`src/rtl/cla_adder32_pipe_if.sv`:
```
// cla_adder32_pipe_if: operand/result valid-ready bundle for cla_adder32_pipe
//   in_valid/in_ready : operand beat handshake (a, b, sub, cin)
//   out_valid/out_ready : result beat handshake (sum, cout, ovf, zero)
//   master drives operands and accepts results; slave is the adder
interface cla_adder32_pipe_if #(
   parameter int WIDTH = 32
);
   logic             in_valid;
   logic             in_ready;
   logic [WIDTH-1:0] a;
   logic [WIDTH-1:0] b;
   logic             sub;
   logic             cin;
   logic             out_valid;
   logic             out_ready;
   logic [WIDTH-1:0] sum;
   logic             cout;
   logic             ovf;
   logic             zero;
   modport master (
      output in_valid, a, b, sub, cin, out_ready,
      input  in_ready, out_valid, sum, cout, ovf, zero
   );
   modport slave (
      input  in_valid, a, b, sub, cin, out_ready,
      output in_ready, out_valid, sum, cout, ovf, zero
   );
endinterface

```
`src/rtl/cla_adder32_pipe.sv`:
```
// cla_adder32_pipe: two-stage pipelined carry-lookahead add/subtract unit
//   clk   : rising-edge clock
//   rst_n : synchronous active-low reset
//   bus   : slave side of cla_adder32_pipe_if (operands in, result + cout/ovf/zero out)
module cla_adder32_pipe #(
   parameter int WIDTH = 32
) (
   input logic               clk,
   input logic               rst_n,
   cla_adder32_pipe_if.slave bus
);
   localparam int NG = WIDTH / 4;
   localparam int NS = WIDTH / 16;

   // 4-bit lookahead: returns carries into bits 0..3 plus the carry out in [4]
   function automatic logic [4:0] la4(input logic [3:0] p, input logic [3:0] g, input logic c);
      logic [4:0] r;
      r[0] = c;
      r[1] = g[0] | (p[0] & c);
      r[2] = g[1] | (p[1] & g[0]) | (p[1] & p[0] & c);
      r[3] = g[2] | (p[2] & g[1]) | (p[2] & p[1] & g[0]) | (p[2] & p[1] & p[0] & c);
      r[4] = g[3] | (p[3] & g[2]) | (p[3] & p[2] & g[1]) | (p[3] & p[2] & p[1] & g[0])
           | (p[3] & p[2] & p[1] & p[0] & c);
      return r;
   endfunction

   logic [WIDTH-1:0] bb, p_d, g_d, p_q, g_q;
   logic [NG-1:0]    gp_d, gg_d, gp_q, gg_q;
   logic             c0_d, c0_q, am_q, bm_q;
   logic             s1_valid_q, s2_valid_q;
   logic [4:0]       t1, t2;
   logic [NS:0]      sc;
   logic [NG-1:0]    gcin;
   logic [WIDTH:0]   c;
   logic [WIDTH-1:0] sum_d, sum_q;
   logic             cout_d, ovf_d, zero_d, cout_q, ovf_q, zero_q;
   logic             adv1, adv2;

   always_comb begin
      bb   = bus.sub ? ~bus.b : bus.b;
      c0_d = bus.sub | bus.cin;
      p_d  = bus.a ^ bb;
      g_d  = bus.a & bb;
      gp_d = '0;
      gg_d = '0;
      t1   = '0;
      for (int k = 0; k < NG; k++) begin
         t1      = la4(p_d[4*k +: 4], g_d[4*k +: 4], 1'b0);
         gp_d[k] = &p_d[4*k +: 4];
         gg_d[k] = t1[4];
      end
   end

   // Super-groups chain their carry-outs; each resolves its four group carry-ins,
   // then each group resolves its four bit carries from its own carry-in.
   always_comb begin
      sc    = '0;
      gcin  = '0;
      c     = '0;
      t2    = '0;
      sc[0] = c0_q;
      for (int j = 0; j < NS; j++) begin
         t2               = la4(gp_q[4*j +: 4], gg_q[4*j +: 4], sc[j]);
         gcin[4*j +: 4]   = t2[3:0];
         sc[j+1]          = t2[4];
      end
      for (int k = 0; k < NG; k++) begin
         t2             = la4(p_q[4*k +: 4], g_q[4*k +: 4], gcin[k]);
         c[4*k +: 4]    = t2[3:0];
         c[4*k+4]       = t2[4];
      end
      sum_d  = p_q ^ c[WIDTH-1:0];
      cout_d = c[WIDTH];
      ovf_d  = (am_q == bm_q) && (sum_d[WIDTH-1] != am_q);
      zero_d = ~|sum_d;
   end

   assign adv2 = !s2_valid_q | bus.out_ready;
   assign adv1 = !s1_valid_q | adv2;

   always_ff @(posedge clk) begin
      if (!rst_n) begin
         s1_valid_q <= 1'b0;
         s2_valid_q <= 1'b0;
         sum_q      <= '0;
         cout_q     <= 1'b0;
         ovf_q      <= 1'b0;
         zero_q     <= 1'b1;
      end else begin
         if (adv1) s1_valid_q <= bus.in_valid;
         if (adv1 && bus.in_valid) begin
            p_q  <= p_d;
            g_q  <= g_d;
            gp_q <= gp_d;
            gg_q <= gg_d;
            c0_q <= c0_d;
            am_q <= bus.a[WIDTH-1];
            bm_q <= bb[WIDTH-1];
         end
         if (adv2) s2_valid_q <= s1_valid_q;
         if (adv2 && s1_valid_q) begin
            sum_q  <= sum_d;
            cout_q <= cout_d;
            ovf_q  <= ovf_d;
            zero_q <= zero_d;
         end
      end
   end

   assign bus.in_ready  = adv1;
   assign bus.out_valid = s2_valid_q;
   assign bus.sum       = sum_q;
   assign bus.cout      = cout_q;
   assign bus.ovf       = ovf_q;
   assign bus.zero      = zero_q;
endmodule
```
`src/flat_wrapper.sv`:
```
// flat-port wrapper written by rule: the top's interface ports become plain ports
module cla_adder32_pipe_flat 
#(
   parameter int WIDTH = 32
)
  (clk, rst_n, bus_in_valid, bus_a, bus_b, bus_sub, bus_cin, bus_out_ready, bus_in_ready, bus_out_valid, bus_sum, bus_cout, bus_ovf, bus_zero);
  cla_adder32_pipe_if #(.WIDTH(WIDTH)) bus_i ();
  input logic clk;
  input logic rst_n;
  input wire logic [$bits(bus_i.in_valid)-1:0] bus_in_valid;
  input wire logic [$bits(bus_i.a)-1:0] bus_a;
  input wire logic [$bits(bus_i.b)-1:0] bus_b;
  input wire logic [$bits(bus_i.sub)-1:0] bus_sub;
  input wire logic [$bits(bus_i.cin)-1:0] bus_cin;
  input wire logic [$bits(bus_i.out_ready)-1:0] bus_out_ready;
  output wire logic [$bits(bus_i.in_ready)-1:0] bus_in_ready;
  output wire logic [$bits(bus_i.out_valid)-1:0] bus_out_valid;
  output wire logic [$bits(bus_i.sum)-1:0] bus_sum;
  output wire logic [$bits(bus_i.cout)-1:0] bus_cout;
  output wire logic [$bits(bus_i.ovf)-1:0] bus_ovf;
  output wire logic [$bits(bus_i.zero)-1:0] bus_zero;
  assign bus_i.in_valid = bus_in_valid;
  assign bus_i.a = bus_a;
  assign bus_i.b = bus_b;
  assign bus_i.sub = bus_sub;
  assign bus_i.cin = bus_cin;
  assign bus_i.out_ready = bus_out_ready;
  assign bus_in_ready = bus_i.in_ready;
  assign bus_out_valid = bus_i.out_valid;
  assign bus_sum = bus_i.sum;
  assign bus_cout = bus_i.cout;
  assign bus_ovf = bus_i.ovf;
  assign bus_zero = bus_i.zero;
  cla_adder32_pipe #(.WIDTH(WIDTH)) u_core (.clk(clk), .rst_n(rst_n), .bus(bus_i));
endmodule
```
`config.mk`:
```
export PLATFORM = sky130hd
export DESIGN_NAME = cla_adder32_pipe_flat
export DESIGN_NICKNAME = d
export VERILOG_FILES = /design/src/rtl/cla_adder32_pipe_if.sv /design/src/rtl/cla_adder32_pipe.sv /design/src/flat_wrapper.sv
export SDC_FILE = /design/constraint.sdc
export NUM_CORES = 1
export LEC_CHECK = 0
export BUFFER_PORTS_ARGS = -buffer_cell sky130_fd_sc_hd__buf_2
export CORE_MARGIN = 5
export CORE_UTILIZATION = 35
export CTS_BUF_LIST = sky130_fd_sc_hd__clkbuf_16
export DETAILED_ROUTE_END_ITERATION = 8
export PLACE_DENSITY = 0.67
export SLEW_MARGIN = 10
export SYNTH_ARGS = -nofsm -noshare
export SYNTH_HDL_FRONTEND = slang
export SYNTH_SLANG_ARGS = --single-unit
```
`constraint.sdc`:
```
create_clock -name clk -period 3.73 [get_ports clk]
set_clock_uncertainty 0.2 [all_clocks]
set_input_delay 0.373 -clock clk [delete_from_list [all_inputs] [get_ports clk]]
set_output_delay 0.373 -clock clk [all_outputs]
set_load 0.1 [all_outputs]
```
# Word-level counts from Yosys, hierarchy flattened
# Index checks and enable logic that the tools add are counted.
# totals
ff_bits	118
latch_bits	0
ram_bits	0
rom_bits	0
input_bits	70
output_inout_bits	37
elab_cells	266
n_memories	0
# op_classes
addsub	0
mul	0
n_div	0
n_lt_le_gt_ge	0
eq_ne	2
shift	0
mux	1
bitwise	235
reduce_logical	15
# ops
cell	count
$and A1 B1 Y1	139
$or A1 B1 Y1	92
$xor A32 B32 Y32	2
$and A32 B32 Y32	1
$mux W32	1
$not A32 Y32	1
$reduce_or A32 Y1	1
$reduce_and A4 Y1	7
$logic_and A1 B1 Y1	3
$logic_not A1 Y1	3
$reduce_and A2 Y1	1
$eq A1 B1 Y1	1
$ne A1 B1 Y1	1

# Logic depth before layout (Yosys ltp)
# depth
ltp_word	12
ltp_mapped	13

# Worst setup path before layout
# No wires, ideal clock.
# synth_timing
path_kind	register to register
start	register u_core.s2_valid_q, in the netlist u_core.bus.out_valid
end	register u_core.am_q, enable pin
setup_ps	441
t_arrival_ps	3531
t_required_ps	3089
path_slack_ps	-442
stages_incl_launch_ff	4
synth_period_minus_slack_ps	4172
cell_sequence	dfxtp_1 nor2b_1 nand2_1 and3_1
# synth_via
elab_chain_cells	5
# synth_lines
item	line_no	text
start: declaration	cla_adder32_pipe.sv:30	logic s1_valid_q, s2_valid_q;
start signal: assignment	cla_adder32_pipe.sv:100	if (adv2) s2_valid_q <= s1_valid_q;
$logic_not A1 Y1	cla_adder32_pipe.sv:78	assign adv2 = !s2_valid_q | bus.out_ready;
$or A1 B1 Y1	cla_adder32_pipe.sv:78	
$or A1 B1 Y1	cla_adder32_pipe.sv:79	assign adv1 = !s1_valid_q | adv2;
net bus_in_ready	flat_wrapper.sv:16	output wire logic [$bits(bus_i.in_ready)-1:0] bus_in_ready;
$logic_and A1 B1 Y1	cla_adder32_pipe.sv:91	if (adv1 && bus.in_valid) begin
$reduce_and A2 Y1 (no source line)	--	
end signal: assignment	cla_adder32_pipe.sv:97	am_q <= bus.a[WIDTH-1];
end: declaration	cla_adder32_pipe.sv:29	logic c0_d, c0_q, am_q, bm_q;
# The timed path passes the listed nets, and every way through them passes these cells.
# A chain may end at the register's enable or synchronous reset.

# Worst setup path in the final report
# layout_timing
start	register u_core.c0_q
end	register u_core.zero_q, in the netlist u_core.bus.zero
# layout_via
elab_chain_cells	9
elab_cells_between_ends	65
# layout_lines
item	line_no	text
start: declaration	cla_adder32_pipe.sv:29	
start signal: assignment	cla_adder32_pipe.sv:96	c0_q <= c0_d;
$and A1 B1 Y1	cla_adder32_pipe.sv:23	| (p[3] & p[2] & p[1] & p[0] & c);
$or A1 B1 Y1	cla_adder32_pipe.sv:23	
$and A1 B1 Y1, on equally long branches	cla_adder32_pipe.sv:19, cla_adder32_pipe.sv:20, cla_adder32_pipe.sv:21	
$or A1 B1 Y1, on equally long branches	cla_adder32_pipe.sv:19, cla_adder32_pipe.sv:20, cla_adder32_pipe.sv:21	
$and A1 B1 Y1, on equally long branches	cla_adder32_pipe.sv:19, cla_adder32_pipe.sv:20, cla_adder32_pipe.sv:21	
$or A1 B1 Y1, on equally long branches	cla_adder32_pipe.sv:19, cla_adder32_pipe.sv:20, cla_adder32_pipe.sv:21	
$xor A32 B32 Y32 (*)	cla_adder32_pipe.sv:72	sum_d = p_q ^ c[WIDTH-1:0];
$reduce_or A32 Y1 (*)	cla_adder32_pipe.sv:75	zero_d = ~|sum_d;
$logic_not A1 Y1 (*)	cla_adder32_pipe.sv:75	
end signal: assignment	cla_adder32_pipe.sv:105	zero_q <= zero_d;
end: declaration	cla_adder32_pipe.sv:36	logic cout_d, ovf_d, zero_d, cout_q, ovf_q, zero_q;
# Mark *: on every way between the ends. The rest lies on a longest branch, timed or not.

==> metrics <==
Synth top cells by count=edfxtp_1 (74), nand2_1 (54), ha_1 (40), xor2_1 (38), dfxtp_1 (37); first-iteration detailed-routing DRC count=187; first-pass GRT wire length=18800 µm; Die Y=133 µm; Async S/R FF share, synth=0%; FP Rows=45; GP Congestion=0.855; most numerous cell in the Yosys netlist=edfxtp_1; critical path required time=3.79 ns; Worst Path Buf+Inv=0; CP top delay family=compound AO/OA/AOI/OAI gates; Layout area overhead=19.6%; H-tree depth=3; Mapped Avg Cell Area=11.8 µm²; area used by multi-input combinational logic=0.00231 mm²; initial core utilization=35.3%; top cells by area, synth=edfxtp_1 (42%), dfxtp_1 (14%), ha_1 (9.4%), xor2_1 (6.2%), nand2_1 (3.8%); post-DP HPWL=9350 µm; DR WL/cell=15.7 µm; final worst slack=0.377 ns; clock latency on the worst-skew pair=0.34 ns; EDFF count, synth=74; share of layout cells above drive strength 1=23.5%; Clock Sinks=111; pin count of the biggest net entering global routing=75; overall routing resource usage=13.3%; buffers added on ports=106; fin crit share=89.9%; Most Used Layer, Global Route=met2; cell count after synthesis=451; Crit path arrival time=3.41 ns; register area share after synthesis=55.5%; CP startpoint kind=register; core area=0.0151 mm²; routed vias=3630; fin crit period=3.35 ns; Slew @ Worst Pin=1.10 ns; final wirelength=11700 µm; post-DR vias/cell=4.85; nets=666; crit end category=register; Crit Path Max Fanout=6; Reg clk slew, reported paths=0.07 ns; CTS resizes=0; setup_tns=0 ns; Antenna Nets Post-Route=0; die area=0.0178 mm²; Fillers=1428; Antenna Cells=0; Post-CTS Setup Bufs=0; Max Freq=298 MHz; post-synth top area share=41.7%; Power Dens Cells=468 mW/mm²; GR Util met2=21.2%; Distinct cells, synth=40; # IOs=107; total CTS buffers=9; syn_nets=561; GR Util met1=17.9%; flops & latches, synth=111; max cap viols=0; Final Power=2.99 mW; number of hold buffers added after CTS=0; post-synth top area cell=edfxtp_1; Remaining DRCs=0; Hold/Removal Path Class=input port to register; Critical-path top delay cell=edfxtp_1; Final Slew Violations=0; # setup viols final=0; pre-CTS setup slack=0.403 ns; Die Wd=133 µm; Critical Path Max Stage Delay=0.48 ns; CTS Buffer Depth=2; RSZ-0062 raised after global routing=false; P_leak=2.68 nW; met3 Track Usage GR=2.87%; CTS tree=yes; Hold Fails Final Rpt=0; max_slew headroom=27.0%; Yosys warnings=0; root buffer cell=clkbuf_16; FF+latch area=0.00296 mm²; antenna violations before repair=0; CP Cell Sequence=a21o_1 -> a22oi_1 -> a21oi_1 -> a21o_1 -> ha_1 -> nor2_1 -> xnor2_1 -> nor4_1 -> and4_1 -> o2111ai_1 -> and4b_1 -> o2111ai_1 -> o31ai_2; Pre-antenna DRT Iters=4; outcome=finished clean; dominant synthesized flop cell=edfxtp_1; vias in the first global route=3701; gr ovfl total=0; WS Path Type=register to register; Worst VDD drop=250 µV; Post-Synthesis Cell Area=0.00533 mm²
[stage by stage]
step	instance area (µm²)	hold slack, ns	util (%)	instances
2_1_floorplan	5340	0.272	-	451
3_3_place_gp	6080	0.254	40.3	733
3_5_place_dp	6080	0.260	40.3	733
4_1_cts	6380	0.0165	42.3	749
5_1_grt	6380	0.0147	42.3	749
6_report	6380	0.0303	42.3	749
[worst reg2reg max path, delay by kind of cell, from the launching register on]
family	cells	cell delay, ns
flops	1	0.48
fa+ha+maj	1	0.20
xor+xnor	1	0.11
simple gates	4	0.91
compound gates	7	1.39
[report_power, final]
group | internal, mW | total, mW | switching, mW
combinational | 0.185 | 0.593 | 0.409
sequential | 1.41 | 1.46 | 0.0473
clock | 0.521 | 0.937 | 0.416
[layer usage]
layer  vias up  share of wire, %
li1       1836                 -
met3        15               6.3
met1      1667                47
met5         -                 0
met4         0               2.0
met2       112                45
[state kept, by name (all words and copies together) (netlist names), 7 cells and up]
| name | cells |
|---|---|
| u_core.gp_q | 7 |
| u_core.p_q | 32 |
| u_core.bus.sum | 32 |
| u_core.g_q | 25 |
| u_core.gg_q | 7 |
[cell usage in the layout, fill, tap and decap left out, types with 2 or more instances in the layout]
cell	instances
a31oi_1	4
o21a_1	2
o21ai_1	2
and4_1	8
dfxtp_1	37
ha_1	40
nor2b_1	9
a21oi_1	20
nor3_1	3
inv_1	4
a21boi_0	20
a21o_1	10
clkbuf_16	9
and3_1	5
xor2_1	38
inv_6	2
or2_2	2
nand2_1	54
o211a_1	3
xnor2_1	21
o21ai_0	23
nor4_1	4
o21bai_1	5
buf_2	106
a211oi_1	2
edfxtp_1	74
nand2b_1	10
nand3_1	3
nor2_1	12
and2_1	8
o2111ai_1	2
buf_4	2
[kinds of logic after synthesis]
family | count (synthesis) | synth area share, %
and+or+nand+nor | 123 | 11.7
DFF | 111 | 55.5
AOI/OAI and AO/OA | 100 | 12.4
xor gates and xnor gates | 59 | 9.69
adders and majority gates | 40 | 9.38
buffers and inverters | 18 | 1.27
[final cells by class]
type	instances	area share, %
inverters	3	0.177
clock inverters	7	1.10
multi-input cells	322	36.2
flip-flops and latches	111	46.5
well taps	188	3.69
repair buffers	109	8.87
clock buffers	9	3.53
[worst paths after layout]
path / cells after the start / from / slack (ns) / endpoint
max: 13 / u_core.c0_q / 0.38 / u_core.bus.zero
min reg2reg: 2 / u_core.bus.sum[25] / 0.27 / u_core.bus.sum[25]
min: 1 / bus_a[31] / 0.03 / u_core.am_q
max reg2reg: 13 / u_core.c0_q / 0.38 / u_core.bus.zero
Power figures use the tool's default switching activity.
